[src/rtl/uart_pkg.sv]
// Shared UART definitions: receiver state encoding and baud divisor helper.
// The future uart_tx uses the same divisor helper.
package uart_pkg;

  typedef enum logic [2:0] {
    IDLE,
    START,
    DATA,
    STOP,
    BREAK
  } rx_state_e;

  // Clocks per oversample tick, rounded to nearest.
  function automatic int unsigned baud_div(input int unsigned clk_hz,
                                           input int unsigned baud,
                                           input int unsigned os);
    return (clk_hz + (baud * os) / 2) / (baud * os);
  endfunction

endpackage

[src/rtl/uart_baud_tick.sv]
// Oversample tick generator: one-clock tick every DIV enabled clocks.
// clr restarts the count so ticks stay aligned to the frame's start edge.
module uart_baud_tick #(
  parameter int unsigned DIV = 65
) (
  input  logic clk,
  input  logic rst_n,
  input  logic clr,
  input  logic en,
  output logic tick
);

  localparam int CW = (DIV > 1) ? $clog2(DIV) : 1;

  logic [CW-1:0] cnt;

  // NOTE: sequential state uses non-blocking assignments only, so every flop samples pre-edge values.
  always_ff @(posedge clk) begin
    if (!rst_n || clr) begin
      cnt  <= '0;
      tick <= 1'b0;
    end else if (en) begin
      if (cnt == CW'(DIV - 1)) begin
        cnt  <= '0;
        tick <= 1'b1;
      end else begin
        cnt  <= cnt + CW'(1);
        tick <= 1'b0;
      end
    end else begin
      tick <= 1'b0;
    end
  end

endmodule

[src/rtl/uart_rx.sv]
// 8N1 oversampling UART receiver with a one-entry valid/ready holding register.
// Reports framing errors and overruns as single-clock pulses.
module uart_rx
  import uart_pkg::*;
#(
  parameter int unsigned CLK_HZ     = 10_000_000,
  parameter int unsigned BAUD       = 9600,
  parameter int unsigned OVERSAMPLE = 16,
  parameter int unsigned DATA_BITS  = 8
) (
  input  logic                 clk,
  input  logic                 rst_n,
  input  logic                 rx_i,
  output logic [DATA_BITS-1:0] rx_data_o,
  output logic                 rx_valid_o,
  input  logic                 rx_ready_i,
  output logic                 frame_err_o,
  output logic                 overrun_o
);

  localparam int unsigned DIV  = baud_div(CLK_HZ, BAUD, OVERSAMPLE);
  localparam int          OS_W = $clog2(OVERSAMPLE);
  localparam int          BC_W = $clog2(DATA_BITS + 1);

  localparam logic [OS_W-1:0] SAMP0 = OS_W'(OVERSAMPLE / 2 - 1);
  localparam logic [OS_W-1:0] SAMP1 = OS_W'(OVERSAMPLE / 2);
  localparam logic [OS_W-1:0] SAMP2 = OS_W'(OVERSAMPLE / 2 + 1);
  localparam logic [OS_W-1:0] TLAST = OS_W'(OVERSAMPLE - 1);

  rx_state_e            state;
  logic                 rx_meta, rx_s, rx_prev;
  logic [OS_W-1:0]      tick_cnt;
  logic [BC_W-1:0]      bit_cnt;
  logic                 samp0, samp1;
  logic [DATA_BITS-1:0] shift;
  logic                 deliver;
  logic                 baud_clr, tick, mid, maj;

  // Ticks run only while a frame is in flight, so sampling phase follows the start edge.
  assign baud_clr = (state == IDLE) || (state == BREAK);
  assign mid      = tick && (tick_cnt == SAMP2);
  assign maj      = (samp0 & samp1) | (samp0 & rx_s) | (samp1 & rx_s);

  uart_baud_tick #(.DIV(DIV)) u_baud (
    .clk   (clk),
    .rst_n (rst_n),
    .clr   (baud_clr),
    .en    (!baud_clr),
    .tick  (tick)
  );

  // Resets to the idle-high level so leaving reset never looks like a start edge.
  always_ff @(posedge clk) begin
    if (!rst_n) begin
      rx_meta <= 1'b1;
      rx_s    <= 1'b1;
      rx_prev <= 1'b1;
    end else begin
      rx_meta <= rx_i;
      rx_s    <= rx_meta;
      rx_prev <= rx_s;
    end
  end

  always_ff @(posedge clk) begin
    if (!rst_n) begin
      state       <= IDLE;
      tick_cnt    <= '0;
      bit_cnt     <= '0;
      samp0       <= 1'b0;
      samp1       <= 1'b0;
      shift       <= '0;
      deliver     <= 1'b0;
      frame_err_o <= 1'b0;
    end else begin
      deliver     <= 1'b0;
      frame_err_o <= 1'b0;
      if (tick) begin
        tick_cnt <= (tick_cnt == TLAST) ? '0 : tick_cnt + OS_W'(1);
        if (tick_cnt == SAMP0) samp0 <= rx_s;
        if (tick_cnt == SAMP1) samp1 <= rx_s;
      end
      case (state)
        IDLE: begin
          tick_cnt <= '0;
          bit_cnt  <= '0;
          if (rx_prev && !rx_s) state <= START;
        end
        START: begin
          if (mid) begin
            if (!maj) begin
              state   <= DATA;
              bit_cnt <= '0;
            end else begin
              state <= IDLE;
            end
          end
        end
        DATA: begin
          if (mid) begin
            shift <= {maj, shift[DATA_BITS-1:1]};
            if (bit_cnt == BC_W'(DATA_BITS - 1)) state <= STOP;
            else bit_cnt <= bit_cnt + BC_W'(1);
          end
        end
        STOP: begin
          // Returning to IDLE at mid-stop lets the next start edge be seen immediately.
          if (mid) begin
            if (maj) begin
              deliver <= 1'b1;
              state   <= IDLE;
            end else begin
              frame_err_o <= 1'b1;
              state       <= BREAK;
            end
          end
        end
        BREAK: begin
          tick_cnt <= '0;
          if (rx_s) state <= IDLE;
        end
        default: state <= IDLE;
      endcase
    end
  end

  // A consume in the delivery cycle frees the holding register for the new byte.
  always_ff @(posedge clk) begin
    if (!rst_n) begin
      rx_data_o  <= '0;
      rx_valid_o <= 1'b0;
      overrun_o  <= 1'b0;
    end else begin
      overrun_o <= 1'b0;
      if (deliver) begin
        if (!rx_valid_o || rx_ready_i) begin
          rx_data_o  <= shift;
          rx_valid_o <= 1'b1;
        end else begin
          overrun_o <= 1'b1;
        end
      end else if (rx_valid_o && rx_ready_i) begin
        rx_valid_o <= 1'b0;
      end
    end
  end

endmodule

[config.mk]
export PLATFORM = sky130hd
export DESIGN_NAME = uart_rx
export DESIGN_NICKNAME = d
export VERILOG_FILES = /design/src/rtl/uart_pkg.sv /design/src/rtl/uart_baud_tick.sv /design/src/rtl/uart_rx.sv
export SDC_FILE = /design/constraint.sdc
export NUM_CORES = 1
export LEC_CHECK = 0
export BUFFER_PORTS_ARGS = -buffer_cell sky130_fd_sc_hd__buf_2
export CAP_MARGIN = 10
export CORE_MARGIN = 2
export CORE_UTILIZATION = 30
export CTS_BUF_LIST = sky130_fd_sc_hd__clkbuf_4 sky130_fd_sc_hd__clkbuf_8
export CTS_CLUSTER_DIAMETER = 30
export CTS_CLUSTER_SIZE = 30
export DETAILED_ROUTE_END_ITERATION = 8
export GPL_TIMING_DRIVEN = 0
export PLACE_DENSITY_LB_ADDON = 0.25
export SETUP_SLACK_MARGIN = 0.2
export SYNTH_ARGS = -nofsm -noshare
export SYNTH_HDL_FRONTEND = slang
export SYNTH_SLANG_ARGS = --single-unit
[constraint.sdc]
create_clock -name clk -period 3.95 [get_ports clk]
set_input_delay 0.1975 -clock clk [delete_from_list [all_inputs] [get_ports clk]]
set_output_delay 0.1975 -clock clk [all_outputs]
set_load 0.005 [all_outputs]
==> out/results.tsv <==
metric	value	unit
final hold violations	0	
die boundary width	85.0	µm
HP Class	primary input to flop	
Clock Skews	0.00784	ns
via count	1445	
first-pass GRT wire length	5990	µm
biggest area contributors in the synthesized netlist	dfxtp_1 (45%), mux2i_1 (6.1%), ha_1 (3.8%), nor2b_1 (3.8%), nand3_1 (3.6%)	
shortest clock period the worst path allows after layout	1.71	ns
Worst Path Class, Setup	flop to flop	
Critical Path Fanout Max	6	
library cell with the largest summed area after synthesis	dfxtp_1	
highest achievable clock rate	586	MHz
final core utilization	35.1	%
count of pins on the block boundary	15	
unrepaired setup endpoints after global routing	false	
worst vdd ir	0.127	mV
initial detailed-routing violation count	55	
initial core utilization	31.0	%
fraction of final layout cells with drive strength greater than 1	16.5	%
critical path data required time	4.14	ns
root buffer selected by CTS	clkbuf_8	
gr ovfl total	0	
number of routed nets with antenna violations	0	
number of buffers inserted by port buffering	14	
Max clock buf depth	2	
number of hold buffers added after cts	0	
GRT Total Usage	10.4	%
wirelength, routed	3490	µm
start point of the worst hold path	rx_i	
Worst-Margin Slew	0.544	ns
register bit count reported by yosys	44	
number of cell rows	29	
number of global-route vias before repair	1281	
placed wire-length estimate	2480	µm
area of the core	6350	µm²
crit start category	flop	
clock transition at the registers of the reported paths	0.08	ns
synthesized netlist cell count	209	
Netlist Area Pre-Place	1970	µm²
final-report setup violation count	0	
minimum hold slack	0.0722	ns
detail-routed via count per cell	4.69	
area grow syn2layout	13.2	%
leakage power summed over all cells	0.892	nW
status	finished, final reports clean	
Hold Path Sink	rx_meta	
WHS Path Cells	2	
sort of element at the end of the critical path	flop	
full die area	7220	µm²
capture point of the worst reg-to-reg path	bit_cnt[3]	
Avg WL per Cell	11.3	µm
ys async rst share	0	%
Post-Synthesis Mean Instance Area	9.42	µm²
number of pins with negative max-slew slack in the final report	0	
final cycle utilization of the critical path	43.2	%
Sink Count	44	
synthesized netlist net count	219	
TritonCTS clock tree	done	
CP arrival	1.90	ns
Num CTS Buffers	5	
antenna violations before repair	0	
source of the worst register-to-register timing path	tick_cnt[0]	
pin count of the biggest net entering global routing	16	
headroom to the max-slew limit	63.4	%
share of the synthesized area in the top cell type	44.8	%
top flip-flop cell by instance count after synthesis	dfxtp_1	
final estimated routing congestion in global placement	0.783	
number of search-and-repair iterations in the first detailed-routing pass	4	
power per standard cell area	348	nW/µm²
Register-to-Register Setup Slack	2.24	ns
Remaining DRCs	0	
post-CTS repair timing setup buffer count	0	
number of warnings reported in the yosys synthesis log	0	
Total Nets Final	240	
Worst R2R Path Depth	5	
post-synth cell types	42	
clock latency on the worst-skew pair	0.30	ns
cells resized by post-CTS repair	0	
max capacitance violation total	0	
number of flops mapped to enable cells by yosys	0	
sequential share of the synthesized area	44.8	%
diode insertion count for antenna repair	0	
number of levels the H-tree was split into	2	
Vert. Die Dim	85.0	µm
setup tns final	0	ns
## kinds of logic after synthesis
| logic type | Yosys count | share of synthesized area (%) |
|---|---|---|
| buf+inv | 21 | 4.58 |
| fa+ha+maj | 7 | 4.39 |
| mux | 13 | 6.87 |
| compound gates | 30 | 12.0 |
| flops | 44 | 44.8 |
| xor+xnor | 6 | 2.67 |
| simple gates | 88 | 24.8 |
## cell usage in the layout (no fill, tap or decap), drive strengths merged, types with 2 or more instances in the layout
cell type,synthesis,final
mux2i,12,12
nand4b,4,4
nand2,18,18
nor4,3,3
nand2b,8,8
a21boi,8,8
clkinvlp,0,2
xor2,4,4
inv,10,10
nand3b,2,2
a21oi,5,5
nor3,3,3
clkbuf,4,9
nand3,14,14
o21ai,4,4
ha,6,6
buf,7,21
nor2b,12,12
or3,2,2
xnor2,2,2
nor2,17,17
o21a,3,3
nor3b,2,2
a221oi,2,2
o2111ai,2,2
dfxtp,44,44
## worst max-delay path by stage
stage / startpoint / to
after floorplan: state[0] / state[1]
after global placement: tick_cnt[0] / bit_cnt[3]
after detailed placement: state[0] / state[1]
after CTS: tick_cnt[0] / bit_cnt[3]
after global routing: tick_cnt[0] / bit_cnt[0]
final: tick_cnt[0] / bit_cnt[3]
## cell usage after synthesis (all sizes together), types with 2 or more instances
cell,n
nand3b,2
inv,10
nor4,3
a21oi,5
xor2,4
buf,7
nand4b,4
nor3b,2
o2111ai,2
nand2,18
nand3,14
mux2i,12
nor2,17
nor3,3
a221oi,2
clkbuf,4
nand2b,8
o21ai,4
a21boi,8
dfxtp,44
xnor2,2
or3,2
o21a,3
ha,6
nor2b,12
## area by class of cell
cell class	instances	area (µm²)
fill	659	4120
multi-input combinational	144	997
sequential	44	881
tap	77	96.3
timing repair buffer	14	70.1
clock buffer	5	68.8
buffer	11	52.6
inverter	10	37.5
clock inverter	3	23.8
## worst max-delay path, cell delays in order (launching register included)
cell and delay, ns:
dfxtp_1 0.43, ha_1 0.24, nand4b_4 0.13, or3_4 0.42, a221oi_2 0.28, o21ai_1 0.09
## metal layers
layer	GRT usage [%]	share of wire [%]
met5	0	0
met2	15.0	43
met4	5.63	2.3
met1	14.1	52
met3	2.72	3.4
## metrics by stage
step	cells	setup WS (ns)	cell area (µm²)	total power, mW
floorplan	209	2.34	1970	0.490
CTS	308	2.24	2230	0.792
global placement	300	2.24	2130	0.502
finish	308	2.24	2230	0.774
detailed placement	300	2.24	2130	0.502
global route	308	2.13	2230	0.814
## registers in the layout (all words and copies together), names as in the netlist, 3 cells and up
name	count
tick_cnt	4
bit_cnt	4
u_baud.cnt	7
state	3
rx_data_o	8
shift	8
## power breakdown
group / internal, mW / switching (mW)
sequential: 0.446 / 0.00231
clock: 0.125 / 0.159
combinational: 0.0174 / 0.0241
total: 0.589 / 0.185
No activity file was read; power rests on OpenSTA's default activity.
